`src/rtl/keypad_pkg.sv`:
```
// keypad_pkg: shared types for the keypad scan controller.
// Key codes are sized for the 4x4 matrix.
package keypad_pkg;

  function automatic int key_idx_w(input int cols, input int rows);
    return (cols * rows > 1) ? $clog2(cols * rows) : 1;
  endfunction

  localparam int KEY_CODE_W = key_idx_w(4, 4);

  typedef enum logic [2:0] {
    IDLE,
    DRIVE,
    SETTLE,
    SAMPLE,
    EVAL
  } scan_state_t;

  typedef struct packed {
    logic [KEY_CODE_W-1:0] code;
    logic                  pressed;
  } key_event_t;

endpackage

```
`src/rtl/keypad_event_fifo.sv`:
```
// keypad_event_fifo: show-ahead FIFO of key events.
// Ports: clk/rst_n, push/din, pop/dout, empty, overflow (dropped push).
module keypad_event_fifo
  import keypad_pkg::*;
#(
  parameter int Depth = 4
) (
  input  logic       clk,
  input  logic       rst_n,
  input  logic       push,
  input  key_event_t din,
  input  logic       pop,
  output key_event_t dout,
  output logic       empty,
  output logic       overflow
);

  localparam int AW = $clog2(Depth);

  key_event_t    mem [Depth];
  logic [AW-1:0] wr_ptr;
  logic [AW-1:0] rd_ptr;
  logic [AW:0]   count;
  logic          full;
  logic          do_pop;
  logic          do_push;

  assign empty   = count == '0;
  assign full    = count == (AW+1)'(Depth);
  assign do_pop  = pop & ~empty;
  // a pop in the same cycle frees the slot a full push needs
  assign do_push = push & (~full | do_pop);
  assign dout    = mem[rd_ptr];

  always_ff @(posedge clk or negedge rst_n) begin
    if (!rst_n) begin
      wr_ptr   <= '0;
      rd_ptr   <= '0;
      count    <= '0;
      overflow <= 1'b0;
    end else begin
      overflow <= push & full & ~do_pop;
      if (do_push) wr_ptr <= wr_ptr + AW'(1);
      if (do_pop)  rd_ptr <= rd_ptr + AW'(1);
      if (do_push && !do_pop)
        count <= count + (AW+1)'(1);
      else if (do_pop && !do_push)
        count <= count - (AW+1)'(1);
    end
  end

  always_ff @(posedge clk) begin
    if (do_push) mem[wr_ptr] <= din;
  end

endmodule

```
`src/rtl/keypad_scan_controller.sv`:
```
// keypad_scan_controller: column-scanned, debounced key matrix front end.
// Ports: Clock/ResetN, Enable, ColumnPins (out, active low), RowPins (in,
// active low), KeyValid/KeyReady/KeyCode/KeyPressed event port, Overflow.
// Define KEYPAD_REPEAT_EN to auto-repeat a single held key.
module keypad_scan_controller
  import keypad_pkg::*;
#(
  parameter int ColumnHeight     = 4,
  parameter int RowWidth         = 4,
  parameter int ScanDivider      = 1000,
  parameter int SettleCycles     = 8,
  parameter int DebounceScans    = 4,
  parameter int FifoDepth        = 4,
  parameter int RepeatDelayScans = 50,
  parameter int RepeatRateScans  = 10,
  localparam int KW = key_idx_w(ColumnHeight, RowWidth)
) (
  input  logic                    Clock,
  input  logic                    ResetN,
  input  logic                    Enable,
  output logic [ColumnHeight-1:0] ColumnPins,
  input  logic [RowWidth-1:0]     RowPins,
  output logic                    KeyValid,
  input  logic                    KeyReady,
  output logic [KW-1:0]           KeyCode,
  output logic                    KeyPressed,
  output logic                    Overflow
);

  localparam int N  = ColumnHeight * RowWidth;
  localparam int CW = (ColumnHeight > 1) ? $clog2(ColumnHeight) : 1;
  localparam int SW = $clog2(ScanDivider);
  // step is cleared in DRIVE, so it reads k-1 in slot cycle k
  localparam logic [SW-1:0] SETTLE_END = SW'(SettleCycles - 1);
  localparam logic [SW-1:0] SAMPLE_AT  = SW'(SettleCycles);
  localparam logic [SW-1:0] SLOT_END   = SW'(ScanDivider - 2);
  localparam logic [3:0]    DB_LAST    = 4'(DebounceScans - 1);

  // marker scope for unsupported parameter sets; nothing is built inside
  if (ScanDivider < SettleCycles + 4 || SettleCycles < 1 ||
      DebounceScans < 1 || DebounceScans > 15 || FifoDepth < 2 ||
      RepeatDelayScans < 1 || RepeatRateScans < 1) begin : g_bad_params
  end

  scan_state_t         state;
  scan_state_t         state_n;
  logic [CW-1:0]       col;
  logic [SW-1:0]       step;
  logic [KW-1:0]       eidx;
  logic [RowWidth-1:0] sync1;
  logic [RowWidth-1:0] sync2;
  logic [N-1:0]        raw;
  logic [N-1:0]        stable;
  logic [3:0]          cnt [N];
  logic                last_col;
  logic                eval_last;
  logic                key_raw;
  logic                key_stable;
  logic                key_flip;
  logic                rep_push;
  logic                push;
  logic                pop;
  logic                empty;
  key_event_t          ev;
  key_event_t          head;

  assign last_col   = col == CW'(ColumnHeight - 1);
  assign eval_last  = eidx == KW'(N - 1);
  assign key_raw    = raw[eidx];
  assign key_stable = stable[eidx];
  assign key_flip   = state == EVAL && key_raw != key_stable &&
                      cnt[eidx] == DB_LAST;

  always_ff @(posedge Clock or negedge ResetN) begin
    if (!ResetN) state <= IDLE;
    else         state <= state_n;
  end

  always_comb begin
    state_n = state;
    unique case (state)
      IDLE:    if (Enable) state_n = DRIVE;
      DRIVE:   state_n = SETTLE;
      SETTLE:  if (step == SETTLE_END) state_n = SAMPLE;
      SAMPLE:  if (step == SLOT_END) state_n = last_col ? EVAL : DRIVE;
      EVAL:    if (eval_last) state_n = Enable ? DRIVE : IDLE;
      default: state_n = IDLE;
    endcase
  end

  always_comb begin
    ColumnPins = '1;
    if (state == DRIVE || state == SETTLE || state == SAMPLE)
      ColumnPins[col] = 1'b0;
  end

  always_ff @(posedge Clock or negedge ResetN) begin
    if (!ResetN) begin
      sync1 <= '1;
      sync2 <= '1;
      col   <= '0;
      step  <= '0;
      eidx  <= '0;
      raw   <= '0;
    end else begin
      sync1 <= RowPins;
      sync2 <= sync1;
      unique case (state)
        IDLE:   col  <= '0;
        DRIVE:  step <= '0;
        SETTLE: step <= step + SW'(1);
        SAMPLE: begin
          step <= step + SW'(1);
          if (step == SAMPLE_AT)
            raw[int'(col) * RowWidth +: RowWidth] <= ~sync2;
          if (step == SLOT_END)
            col <= last_col ? '0 : col + CW'(1);
        end
        EVAL:   eidx <= eval_last ? '0 : eidx + KW'(1);
        default: ;
      endcase
    end
  end

  always_ff @(posedge Clock or negedge ResetN) begin
    if (!ResetN) begin
      stable <= '0;
      for (int i = 0; i < N; i++) cnt[i] <= '0;
    end else if (state == EVAL) begin
      if (key_raw == key_stable) begin
        cnt[eidx] <= '0;
      end else if (key_flip) begin
        stable[eidx] <= ~key_stable;
        cnt[eidx]    <= '0;
      end else begin
        cnt[eidx] <= cnt[eidx] + 4'd1;
      end
    end
  end

`ifdef KEYPAD_REPEAT_EN
  logic [15:0] rep_cnt;
  logic [15:0] rep_target;
  logic        rep_armed;
  logic        rep_fire;
  logic        frame_chg;
  logic        one_pressed;

  assign one_pressed = $onehot(stable);
  assign rep_target  = rep_armed ? 16'(RepeatRateScans - 1)
                                 : 16'(RepeatDelayScans - 1);
  // the fire decision is made at frame end, emitted at the key's slot
  assign rep_push = state == EVAL && rep_fire && one_pressed &&
                    key_stable && key_raw;

  always_ff @(posedge Clock or negedge ResetN) begin
    if (!ResetN) begin
      rep_cnt   <= '0;
      rep_armed <= 1'b0;
      rep_fire  <= 1'b0;
      frame_chg <= 1'b0;
    end else if (state == EVAL) begin
      if (key_flip) frame_chg <= 1'b1;
      if (eval_last) begin
        frame_chg <= 1'b0;
        rep_fire  <= 1'b0;
        if (frame_chg || key_flip || !one_pressed) begin
          rep_cnt   <= '0;
          rep_armed <= 1'b0;
        end else if (rep_cnt >= rep_target) begin
          rep_cnt   <= '0;
          rep_armed <= 1'b1;
          rep_fire  <= 1'b1;
        end else begin
          rep_cnt <= rep_cnt + 16'd1;
        end
      end
    end
  end
`else
  assign rep_push = 1'b0;
`endif

  always_comb begin
    ev         = '0;
    ev.code    = KEY_CODE_W'(eidx);
    ev.pressed = key_flip ? ~key_stable : 1'b1;
  end

  assign push = key_flip | rep_push;
  assign pop  = KeyValid & KeyReady;

  keypad_event_fifo #(
    .Depth(FifoDepth)
  ) u_fifo (
    .clk     (Clock),
    .rst_n   (ResetN),
    .push    (push),
    .din     (ev),
    .pop     (pop),
    .dout    (head),
    .empty   (empty),
    .overflow(Overflow)
  );

  assign KeyValid   = ~empty;
  assign KeyCode    = empty ? '0 : KW'(head.code);
  assign KeyPressed = ~empty & head.pressed;

endmodule

```
`config.mk`:
```
export PLATFORM = sky130hd
export DESIGN_NAME = keypad_scan_controller
export DESIGN_NICKNAME = d
export VERILOG_FILES = /design/src/rtl/keypad_pkg.sv /design/src/rtl/keypad_event_fifo.sv /design/src/rtl/keypad_scan_controller.sv
export SDC_FILE = /design/constraint.sdc
export NUM_CORES = 1
export LEC_CHECK = 0
export ABC_CLOCK_PERIOD_IN_PS = 8350
export CELL_PAD_IN_SITES_DETAIL_PLACEMENT = 0
export CELL_PAD_IN_SITES_GLOBAL_PLACEMENT = 1
export CORE_MARGIN = 5
export CORE_UTILIZATION = 25
export DETAILED_ROUTE_END_ITERATION = 7
export PLACE_DENSITY_LB_ADDON = 0.1
export REMOVE_ABC_BUFFERS = 1
export SYNTH_ARGS = -nofsm -noshare
export SYNTH_HDL_FRONTEND = slang
export SYNTH_SLANG_ARGS = --single-unit
```
`constraint.sdc`:
```
create_clock -name Clock -period 8.35 [get_ports Clock]
set_input_delay 1.67 -clock Clock [delete_from_list [all_inputs] [get_ports Clock]]
set_output_delay 1.67 -clock Clock [all_outputs]
set_load 0.1 [all_outputs]
```
-- Word level (Yosys, flattened, before mapping)
Memories as Yosys holds them, arrays and structs flattened.
Index checks and enable logic that the tools add are counted.
- mux-type cells: 37
- $lt $le $gt $ge: 6
- bitwise operators: 17
- shift operators: 2
- add/sub/neg operators: 9
- eq/ne operators: 17
- reduce and logical (&&, ||, !) cells: 21
- operators by type and width (kind ; count):
    64-bit two-way mux ; 2
    64-bit AND ; 1
    64-bit bitwise mux ; 1
    64-bit NOT ; 1
    4-bit negator with 33-bit output ; 1
    4-bit by 33-bit variable shift with 16-bit output, first input constant ; 1
    4-bit by 33-bit variable part select with 16-bit output ; 1
    16-bit bitwise mux ; 2
    4-bit two-way mux ; 6
    3-bit two-way mux ; 7
    10-bit one-hot mux with 2 select lines ; 1
    4-bit binary-select mux with 4-bit select ; 1
    4-bit demux with 4-bit select ; 1
    3-bit one-hot mux with 5 select lines ; 1
    10-bit by 1-bit adder with 10-bit output, second input constant ; 1
    10-bit == test, second input constant ; 1
    10-bit by 3-bit == test with 1-bit output, second input constant ; 1
    10-bit by 4-bit == test with 1-bit output, second input constant ; 1
    4-bit by 1-bit adder with 4-bit output, second input constant ; 2
    1-bit binary-select mux with 4-bit select ; 2
    1-bit two-way mux ; 8
    2-bit inequality test, second input constant ; 4
    4-bit NOT ; 2
    1-bit logical AND ; 7
    33 further kinds ; 53
- output and inout port bits: 11
- memory bits (writable): 20
- memories: 1
- register bits: 131
- memory list (name ; depth ; width ; read ports ; clocked after memory_dff ; write ports ; RTL line ; source):
    u_fifo.mem ; 4 ; 5 ; 1 ; 0 ; 1 ; keypad_event_fifo.sv:20 ; key_event_t mem [Depth];

-- Longest topological paths before layout
- depth after elaboration: 11
- mapped depth: 18
- gate-level depth less buffers: 13

-- By module
From an unflattened synthesis, not the netlist that was laid out.
- cell total of the unflattened synthesis: 587
- area total of the unflattened synthesis: 7430.9 µm²
- by module, submodules not included (module ; area an instance (µm²) ; cells each ; instances):
    keypad_scan_controller ; 6243.5 ; 523 ; 1
    keypad_event_fifo ; 1187.4 ; 64 ; 1

-- Worst setup path after synthesis
No wires, ideal clock.
- path type: reg2out
- from: register u_fifo.count[0]
- to: output KeyCode[0]
- arrival: 2.337 ns
- cell stages (with the launch flop): 4
- setup slack: 4.343 ns
- data required time: 6.680 ns
- path through: dfrtp_1 -> or3_1 -> clkbuf_1 -> and2_1
- cells in the longest elaborated chain, start to end: 2
- ends and longest elaborated chain (item ; RTL line ; source):
    start: declaration ; keypad_event_fifo.sv:23 ; logic [AW:0] count;
    start signal: assignment ; keypad_event_fifo.sv:46 ; count <= count + (AW+1)'(1);
    start signal: assignment ; keypad_event_fifo.sv:48 ; count <= count - (AW+1)'(1);
    3-bit zero test ; keypad_event_fifo.sv:28 ; assign empty = count == '0;
    4-bit two-way mux ; keypad_scan_controller.sv:207 ; assign KeyCode = empty ? '0 : KW'(head.code);
    end: declaration ; keypad_scan_controller.sv:25 ; output logic [KW-1:0] KeyCode,
Every way passes these cells.

-- Worst setup path after layout
- from: register state[1]
- to: output ColumnPins[2]
- cells in the longest elaborated chain, start to end: 4
- elaborated cells between the ends (all ways): 6
- classes of those cells: 3 x eq/ne; 1 x mux; 2 x reduce/logical
- ends and longest elaborated chain (item ; RTL line ; source):
    start: declaration ; keypad_scan_controller.sv:45 ; scan_state_t state;
    start signal: assignment ; keypad_scan_controller.sv:76 ; else state <= state_n;
    3-bit by 1-bit == test with 1-bit output or 3-bit by 2-bit == test with 1-bit output (tied branches) ; keypad_scan_controller.sv:93 ; if (state == DRIVE || state == SETTLE || state == SAMPLE)
    1-bit logical OR ; keypad_scan_controller.sv:93 ;
    1-bit logical OR (*) ; keypad_scan_controller.sv:93 ;
    4-bit two-way mux (*) ; keypad_scan_controller.sv:93 ;
    end: declaration ; keypad_scan_controller.sv:21 ; output logic [ColumnHeight-1:0] ColumnPins,
Every way passes the cells marked *; elsewhere a longest branch is shown, timed or not.

==> flow_summary.toml <==
[outcome]
status = "complete, no violations"

[synthesis]
ys_top_cells_by_area = "dfrtp_1 41%, edfxtp_1 8.0%, mux2_2 7.2%"
syn_area_um2 = 7533
ys_seq_area_frac = 0.5162
synth-seq-cells = 151
synth_cells = 601
synthFlopType = "dfrtp_1"
yosys_warnings = 0
yosysTopAreaCell = "dfrtp_1"
ys_types = 62
yosysTopAreaCellShare = 0.4086
syn_avg_cell_area_um2 = 12.53
synth-edff-count = 20
postSynth.asyncResetShare = 0.8675

[clock_network]
clock-sinks = 151
ctsHoldBuffers = 0
cts_resized = 0
h-tree-depth = 4
clock-root-buffer = "clkbuf_16"
post_cts_buffers = 0
clkLatencyLatePin_ps = 430
cts_tree = "yes"
cts_made_buffers = 17
clk_pin_slew_ps = 70
cts_buffer_depth = 2

[global_routing]
grt_pass1_wl_mm = 29.44
grt_pass1_vias = 5028
antenna_found_initial = 0
grt_overflow_total = 0
grt_usage = 0.1138
grt_max_degree = 69

[floorplanning]
core_area_um2 = 29720
dieWidth_um = 183.6
rows = 63
die-area_um2 = 33710
die_h_um = 183.6
start_util = 0.2535
io_pins = 19

[final_layout]
diodes = 0
postLayoutCoreUtil = 0.2879
final_cell_area_um2 = 8554
fin_nets = 637
fill_cells = 3033
area_growth_pct = 13.55
drive_above_1_share = 0.2122

[power_and_ir_drop]
ir_worst_vdd_mv = 0.1004
leakagePower_uw = 0.003547
net-switching-power_uw = 358.5
p_total_uw = 1499
seqPwrFrac = 0.500
netSwitchingFraction = 0.2391
clkPwrFrac = 0.483
p_per_area_nw_per_um2 = 175.2
combPwrFrac = 0.017
intPower_uw = 1141

[drt]
drt-total-wl_mm = 18.13
via_per_inst = 4.656
drt_iter0_drc = 133
wl_per_cell_um = 17.91
drc = 0
drtAntennaViolNets = 0
vias = 4712
dr.pass1.iters = 5

[setup_path]
end_kind = "output pin"
r2r_slack_ps = 4260
worst-endpoint-required_ps = 6680
worstSetupPathType = "flip-flop to output pin"
cp_max_fo = 12
startpoint_type = "flip-flop"
arrival_ps = 2770

[timing]
slew_viol_final = 0
rsz0062_at_grt = "no"
final.setup_skew_ps = 12.71
worst_pin_slew_ps = 1184
setup_ws_ps = 3914
min_period_ps = 4436
finalCritPeriodShare = 0.5312
slew_headroom = 0.2108
setup_tns_ps = 0
setup_viol = 0
finalHoldViolations = 0
fmax_mhz = 225.5

[placed_design]
portBuffers = 18
detailed_place_hpwl_mm = 12.00
placed_area_um2 = 8005
place_congestion = 0.7083
dp_slack_ps = 4202

[job]
drv_cap = 0

[worst_hold_path]
min_path_type = "flip-flop to flip-flop"
-- power by group through the flow --
stage	clock network, uW	logic [uW]	registers (uW)
2_1_floorplan	0	6.73	763
3_3_place_gp	0	26.3	764
3_5_place_dp	0	26.8	764
4_1_cts	754	26.9	750
5_1_grt	785	29.9	750
6_report	724	25.1	750
-- layer usage --
| layer | up-vias | GRT usage | part of all wire | wire length, um |
|---|---|---|---|---|
| li1 | 2229 | - | - | - |
| met1 | 2428 | 0.1475 | 0.48 | 8616 |
| met2 | 48 | 0.1931 | 0.50 | 9007 |
| met4 | 0 | 0.02861 | 0.0079 | 144 |
| met3 | 7 | 0.02572 | 0.020 | 359 |
| met5 | - | 0 | 0 | 0 |
-- final timing paths --
kind                               start               to  cells after the start
worst min-delay path            sync1[1]         sync2[1]                      0
max in group asynchronous         ResetN          eidx[1]                      2
worst min register to register  sync1[1]         sync2[1]                      0
min in group asynchronous         ResetN          step[5]                      1
worst max register to register   eidx[1]  u_fifo.count[2]                     14
worst max-delay path            state[1]    ColumnPins[2]                      4
-- placed cells by master, fill, tap and decap left out, drive strengths merged, types with 6 or more instances in the layout --
cell type,Yosys,layout
dfstp,8,8
clkdlybuf4s50,0,17
buf,25,6
o31ai,33,33
nand3,11,11
a21oi,9,9
mux2i,18,18
mux2,51,51
inv,14,19
o21ai,39,39
xnor2,8,8
mux4,25,25
dfrtp,123,123
ha,19,19
clkbuf,9,17
a22oi,7,7
nor2,11,11
nand4,17,17
clkinv,0,6
and2,15,15
edfxtp,20,20
nand2,94,94
-- area by class of cell --
class | count | area [um^2] | area share
clock buffers | 17 | 425.4 | 0.04973
clock inverters | 15 | 123.9 | 0.01448
inverters | 14 | 52.55 | 0.006143
multi-input cells | 402 | 3356 | 0.3923
flip-flops and latches | 151 | 3890 | 0.4547
well taps | 390 | 488.0 | 0.05704
repair buffers | 23 | 219.0 | 0.02560
-- cell usage after synthesis (3+ instances only) --
cell type	number
clkbuf_1	7
dfrtp_1	123
buf_6	5
and3_1	5
inv_1	14
nor2_1	10
buf_4	3
nand2b_1	3
a21oi_1	9
o21ai_0	39
nand4_1	17
a22oi_1	5
nor4_1	3
buf_1	3
o31ai_1	23
buf_2	11
o31ai_2	8
ha_1	19
nor2b_1	4
dfstp_2	8
mux2i_1	18
edfxtp_1	20
nand2_1	92
nand3_1	11
mux4_1	11
and2_1	15
xnor2_1	7
xor2_1	3
mux4_2	14
mux2_2	48
-- critical path, stage by stage, from the launching register on --
cell             delay, ps
dfrtp_1                560
inv_1                  120
a21oi_1                530
nand2_1                130
clkdlybuf4s50_1        990
-- metrics by stage --
step,hold WS [ps],std cells
2_1_floorplan,345.2,567
3_3_place_gp,347.1,980
3_5_place_dp,347.5,980
4_1_cts,350.6,1012
5_1_grt,356.7,1012
6_report,352.1,1012
-- state kept, by name (all words and copies together) (netlist names) --
name	flops
cnt	64
u_fifo.rd_ptr	2
step	10
state	3
u_fifo.overflow	1
u_fifo.count	3
sync2	4
col	2
sync1	4
eidx	4
u_fifo.mem	20
stable	16
raw	16
u_fifo.wr_ptr	2
-- logic make-up after synthesis --
family,synth area share
AO/OA/AOI/OAI,0.09268
XOR/XNOR,0.01960
adder cells (fa/ha/maj),0.03421
buffers and inverters,0.03836
flip-flops,0.5162
multiplexers,0.1809
AND/OR/NAND/NOR,0.1181
(Power assumes the default switching activity.)
